===== config.mk =====
export PLATFORM = sky130hd
export DESIGN_NAME = byte_serial_add_ctrl
export DESIGN_NICKNAME = d
export VERILOG_FILES = /design/src/rtl/byte_serial_add_ctrl.sv
export SDC_FILE = /design/constraint.sdc
export NUM_CORES = 1
export LEC_CHECK = 0
export BUFFER_PORTS_ARGS = -buffer_cell sky130_fd_sc_hd__buf_4
export CAP_MARGIN = 15
export CORE_MARGIN = 3
export CORE_UTILIZATION = 25
export CTS_BUF_LIST = sky130_fd_sc_hd__clkbuf_16
export CTS_CLUSTER_DIAMETER = 200
export CTS_CLUSTER_SIZE = 8
export DETAILED_ROUTE_END_ITERATION = 12
export PLACE_DENSITY = 0.45
export SYNTH_ARGS = -nofsm -noshare
export SYNTH_HDL_FRONTEND = slang
export SYNTH_SLANG_ARGS = --single-unit

===== constraint.sdc =====
create_clock -name iClk -period 4.5 [get_ports iClk]
set_input_delay 0.45 -clock iClk [delete_from_list [all_inputs] [get_ports iClk]]
set_output_delay 0.45 -clock iClk [all_outputs]
set_load 0.02 [all_outputs]

===== src/rtl/byte_serial_add_ctrl.sv =====
// Byte-serial add/subtract sequencer. It drives one shared external 8-bit adder, one byte per cycle, LSB first.
// Optional macro ADD_SATURATE_EN: when defined, a signed overflow saturates the result instead of wrapping it.
module byte_serial_add_ctrl #(
    parameter int unsigned NBYTES = 4
) (
    input  logic                  iClk,
    input  logic                  iRst,
    input  logic                  iStart,
    input  logic                  iSub,
    input  logic [8*NBYTES-1:0]   iOp_a,
    input  logic [8*NBYTES-1:0]   iOp_b,
    output logic                  oBusy,
    output logic                  oDone,
    output logic [8*NBYTES-1:0]   oResult,
    output logic                  oCarry,
    output logic                  oOverflow,
    output logic [7:0]            oAdd_a,
    output logic [7:0]            oAdd_b,
    output logic                  oAdd_c,
    input  logic [7:0]            iAdd_s,
    input  logic                  iAdd_c
);

    localparam int unsigned W    = 8 * NBYTES;
    localparam int unsigned IW   = $clog2(NBYTES);
    localparam int unsigned LAST = NBYTES - 1;

    typedef enum logic [1:0] {
        IDLE = 2'd0,
        RUN  = 2'd1,
        DONE = 2'd2
    } state_t;

    state_t          state;
    logic [IW-1:0]   index;
    logic            carryReg;
    logic [W-1:0]    opA;
    logic [W-1:0]    opB;
    logic [W-9:0]    resAcc;

    logic [W-1:0]    sumFull;
    logic            ovfNow;
    logic [W-1:0]    finalRes;

    // The final byte comes straight from the adder, so flags and the result are formed from it in the same cycle.
    always_comb begin
        sumFull = {iAdd_s, resAcc};
        ovfNow  = (opA[W-1] == opB[W-1]) && (iAdd_s[7] != opA[W-1]);
`ifdef ADD_SATURATE_EN
        if (ovfNow) begin
            finalRes = opA[W-1] ? {1'b1, {(W-1){1'b0}}} : {1'b0, {(W-1){1'b1}}};
        end else begin
            finalRes = sumFull;
        end
`else
        finalRes = sumFull;
`endif
    end

    // The adder inputs depend only on registers, so they stay stable for the whole cycle.
    always_comb begin
        oAdd_a = 8'h00;
        oAdd_b = 8'h00;
        oAdd_c = 1'b0;
        if (state == RUN) begin
            oAdd_a = opA[{index, 3'b000} +: 8];
            oAdd_b = opB[{index, 3'b000} +: 8];
            oAdd_c = carryReg;
        end
    end

    always_ff @(posedge iClk or posedge iRst) begin
        if (iRst) begin
            state     <= IDLE;
            index     <= '0;
            carryReg  <= 1'b0;
            opA       <= '0;
            opB       <= '0;
            resAcc    <= '0;
            oBusy     <= 1'b0;
            oDone     <= 1'b0;
            oResult   <= '0;
            oCarry    <= 1'b0;
            oOverflow <= 1'b0;
        end else begin
            oDone <= 1'b0;
            case (state)
                RUN: begin
                    carryReg <= iAdd_c;
                    if (index == IW'(LAST)) begin
                        state     <= DONE;
                        index     <= '0;
                        oBusy     <= 1'b0;
                        oDone     <= 1'b1;
                        oResult   <= finalRes;
                        oCarry    <= iAdd_c;
                        oOverflow <= ovfNow;
                    end else begin
                        resAcc[{index, 3'b000} +: 8] <= iAdd_s;
                        index <= index + IW'(1);
                    end
                end
                default: begin
                    // IDLE and DONE both accept a new request. For subtraction, B is stored inverted and the carry-in is set.
                    if (iStart) begin
                        state    <= RUN;
                        opA      <= iOp_a;
                        opB      <= iSub ? ~iOp_b : iOp_b;
                        carryReg <= iSub;
                        index    <= '0;
                        oBusy    <= 1'b1;
                    end else begin
                        state <= IDLE;
                    end
                end
            endcase
        end
    end

endmodule


Word level (Yosys, flattened, before mapping)
Cells that the tools add are included.
{ "totals": {"reg_bits": 129, "latch_bits": 0, "ramBits": 0, "romBits": 0, "output_inout_bits": 53, "memories": 0} }
{ "op_classes": {"addsub": 2, "mul": 0, "div": 0, "magnitude_cmp": 0, "n_eq_ne": 5, "n_shift": 4, "muxes": 18, "n_bitwise": 3, "reduce_logical": 6} }
{ "op_table": {"columns": ["cell", "count"], "rows": [
  ["$shiftx 32x6->8", 2],
  ["$mux 32", 1],
  ["$not 32->32", 1],
  ["$bwmux 24", 1],
  ["$shift 8x7->24 const A", 1],
  ["$shiftx 8x7->24", 1],
  ["$mux 8", 2],
  ["$mux 2", 5],
  ["$mux 1", 9],
  ["$reduce_and 2->1", 4],
  ["$neg 5->7", 1],
  ["$add 2x1->2 const B", 1],
  ["$eq 2x1->1 const B", 1],
  ["$eq 2x2->1 const B", 1],
  ["$ne 2x1->1 const B", 1],
  ["$not 1->1", 2],
  ["$reduce_bool 2->1", 1],
  ["$eq 1x1->1", 1],
  ["$logic_and 1x1->1", 1],
  ["$ne 1x1->1", 1]
]} }

Logic depth before layout (Yosys ltp)
{ "depth": {"word_depth": 3, "ltp_mapped": 8, "mapped_depth_nobuf": 5} }

Least setup slack after synthesis
OpenSTA, ideal clock, no wires.
{ "synth_path": {"kind": "reg-to-output", "from": "reg index[0]", "to": "out oAdd_b[6]", "arrival_time_ns": 1.482, "t_required_ns": 4.050, "setup_slack_ns": 2.568, "stages_incl_launch_ff": 5, "n_path_buf": 2, "path_cell_list": "dfrtp_1 buf_6 buf_4 mux4_2 and2_1"} }
{ "synth_via": {"elab_chain_cells": 2} }
{ "synth_lines": {"columns": ["element", "line", "rtl"], "rows": [
  ["start, declared", "35", "logic [IW-1:0] index;"],
  ["start signal, assigned", "100", "index <= index + IW'(1);"],
  ["$shiftx 32x6->8", "67", "oAdd_b = opB[{index, 3'b000} +: 8];"],
  ["$mux 8", "65", "if (state == RUN) begin"],
  ["end, declared", "18", "output logic [7:0] oAdd_b,"]
]} }
Every way passes these cells.

Worst setup path after layout
{ "layout_path": {"from": "reg index[0]", "to": "out oAdd_a[7]"} }
{ "layout_via": {"elab_chain_cells": 2} }
{ "layout_lines": {"columns": ["element", "line", "rtl"], "rows": [
  ["$shiftx 32x6->8", "66", "oAdd_a = opA[{index, 3'b000} +: 8];"],
  ["$mux 8", "65", null],
  ["end, declared", "17", "output logic [7:0] oAdd_a,"]
]} }
Every way passes these cells.

==> summary.md <==
| Metric | Value |
|---|---|
| Detail Route Antenna Nets | 0 |
| Die span in x | approximately 160 um |
| Total power | roughly 5.7 mW |
| Number of global-route vias before repair | between 4000 and 5000 |
| Top FF cell, synth | dfrtp_1 |
| Hold buffers post-CTS | 0 |
| Setup-failing EPs final | 0 |
| I/O pins | 130 |
| Synthesized area per cell | approximately 13 um2 |
| Max-Cap Viols | 0 |
| Max Clock Freq | 345 MHz |
| Most used cell, CP | buf_4 |
| Clock buffer depth | 2 |
| WL final | ~15000 um |
| Die Height | between 150 and 200 um |
| Worst-path clk slew | 0.05 ns |
| HP Class | in2async |
| Crit path cell chain | buf_4, mux4_2, and2_1, buf_4 |
| First-pass GRT wire length | between 20000 and 25000 um |
| CTS buffer count | 17 |
| Pwr/cell area | around 750 mW/mm2 |
| Clk sink count | around 130 |
| Final Hold Viols | 0 |
| WL per Instance | roughly 17 um |
| Worst-path cell with the longest stage delay | dfrtp_1 |
| Top cells by area, synth | dfrtp_1 56%, mux2_2 9.9%, mux4_2 6.2% |
| # resized after CTS | 0 |
| Worst EP required | roughly 4.1 ns |
| Antenna Diode Count | 0 |
| Total track usage | around an eighth |
| Min Tclk post-route | a little under 3 ns |
| EDFF count, synth | 0 |
| Std-Cell Rows | 55 |
| Largest net degree at the start of global routing | 89 |
| Filler Cell Count | 2305 |
| Post-Syn Area | about 0.0058 mm2 |
| Setup Skew | approximately 0.005 ns |
| Synthesis Warnings | 0 |
| DR iter-0 viols | approximately 110 |
| Leak pwr | between 3 and 4 nW |
| Slew Limit Headroom | between 30% and 40% |
| Ratio of cells with drive above 1 in the final layout | between 40% and 50% |
| Setup TNS | 0 ns |
| Crit path largest cell delay | 0.84 ns |
| Post-CTS Setup Bufs | 0 |
| CP endpoint kind | primary output |
| Netlist cell types | 31 |
| Vias | about 3800 |
| Status | complete, no violations |
| Critical Path Source Type | flop |
| VDD IR max | between 0.0003 and 0.0004 V |
| CP arrival | 2.45 ns |
| Clock latency on the worst-skew pair | just over 0.4 ns |
| Fin crit share | between 60 and 70% |
| Initial Util | 25.6% |
| Synth top area share | between 50% and 60% |
| Drt drc | 0 |
| P&R area growth vs syn | 30.7% |
| Async SR Flop Fraction | 100% |
| Largest area contributor in the netlist | dfrtp_1 |
| Die area | 0.0251 mm2 |
| Port bufs | between 100 and 150 |
| NumNets Final | between 600 and 700 |
| Flops & latches, synth | between 100 and 150 |
| Routability cong. | ~0.73 |
| Vias per inst | 4.46 |
| CP max FO | 15 |
| Clock Root Buffer | clkbuf_16 |
| Worst-Margin Slew | 0.924 ns |
| Slew Limit Fails | 0 |
| Syn_nets | approximately 520 |
| Initial antenna violation count | 0 |
| DP HPWL | 9920 um |
| Gr ovfl total | 0 |
| Post-Syn Instances | roughly 430 |
| RSZ-0062 raised after global routing | no |
| Seq/Total Area, Yosys | a little under three fifths |
| CTS tree | built |
| Initial DRT Pass Iterations | 5 |
| Htree depth | 4 |
| Core area | roughly 0.023 mm2 |
| Worst Path Class, Setup | reg2out |
[sequential cells by signal, indices dropped and copies added (netlist names)]
register and count:
index 2, oOverflow 1, oCarry 1, oBusy 1
resAcc 24, oResult 32, state 2, opB 32
opA 32, oDone 1, carryReg 1
[worst max-delay path: cells and delay by family, from the launching register on]
family        cells  cell delay [ns]
mux               1             0.53
buf+inv           2             0.50
flops             1             0.84
simple gates      1             0.17
[per-stage QoR]
step                      util (%)  setup WS (ns)  instance area [um2]  hold slack, ns  cells
after global placement        30.8           1.92                 6990           0.472    820
after detailed placement      30.8           1.90                 6990           0.472    820
final                         33.4           1.60                 7590           0.196    853
after CTS                     33.3           1.50                 7570           0.227    852
after global routing          33.4           1.36                 7590           0.252    853
after floorplan                  -          0.609                 5810           0.446    433
[layout by cell type (no fill, tap or decap), types with 2 or more instances in the layout]
cell type,count
clkbuf_16,17
clkinv_2,2
bufinv_16,3
nor2_1,3
inv_1,8
mux4_2,16
ha_1,5
a22o_1,16
buf_4,134
mux2_4,14
nand2b_1,2
a21oi_1,65
mux2_2,51
clkinvlp_4,4
nand4bb_1,3
and2_1,17
nand2_1,20
clkinv_1,3
nor4_4,2
xnor2_1,32
dfrtp_1,129
o21ai_0,10
[per-layer routing]
layer / vias to the layer above / wire length (um) / global-route usage, %
li1: 1781 / - / -
met2: 93 / 6880 / 18.5
met3: 9 / 671 / 3.21
met4: 0 / 146 / 3.48
met1: 1922 / 6990 / 16.6
met5: - / 0 / 0
[cell type report]
type / count / area [um2] / share of cell area, %
Sequential cell: 129 / 3230 / 42.5
Tap cell: 285 / 357 / 4.70
Clock buffer: 17 / 425 / 5.60
Clock inverter: 15 / 153 / 2.01
Timing Repair Buffer: 135 / 1030 / 13.6
Multi-Input combinational cell: 266 / 2370 / 31.2
Inverter: 6 / 27.5 / 0.362
[cell usage after synthesis, types with 2 or more instances]
cell,number
o21ai_0,10
a22o_1,16
nand4bb_1,3
dfrtp_1,129
and2_1,17
mux4_2,16
ha_1,5
buf_2,13
nand2_1,20
mux2_4,14
xnor2_1,32
inv_1,6
buf_6,7
nand2b_1,2
nor2_1,3
mux2_2,51
a21oi_1,65
clkbuf_1,10
nor4_4,2
[where the power goes]
part	internal [mW]	total [mW]	switching (mW)
clock network	0.855	1.35	0.498
logic	1.22	2.40	1.18
registers	1.65	1.96	0.317
total	3.72	5.71	1.99
[final timing paths]
check	from	end	slack [ns]	cells past startpoint
min reg2reg	resAcc[7]	resAcc[7]	0.48	2
max in group asynchronous	iRst	resAcc[7]	3.20	3
max	index[0]	oAdd_a[7]	1.60	4
min	iRst	opA[13]	0.20	2
max reg2reg	index[0]	resAcc[17]	1.97	4
min in group iClk	iOp_a[10]	opA[10]	0.27	2
[cells by family after synthesis]
logic type | share of synthesized area (%)
flip-flops | 55.6
AO/OA/AOI/OAI | 9.28
multiplexers | 19.9
AND/OR/NAND/NOR | 5.68
buffers and inverters | 3.70
XOR/XNOR | 4.82
adder cells (fa/ha/maj) | 1.08
No activity file was read; power rests on OpenSTA's default activity.
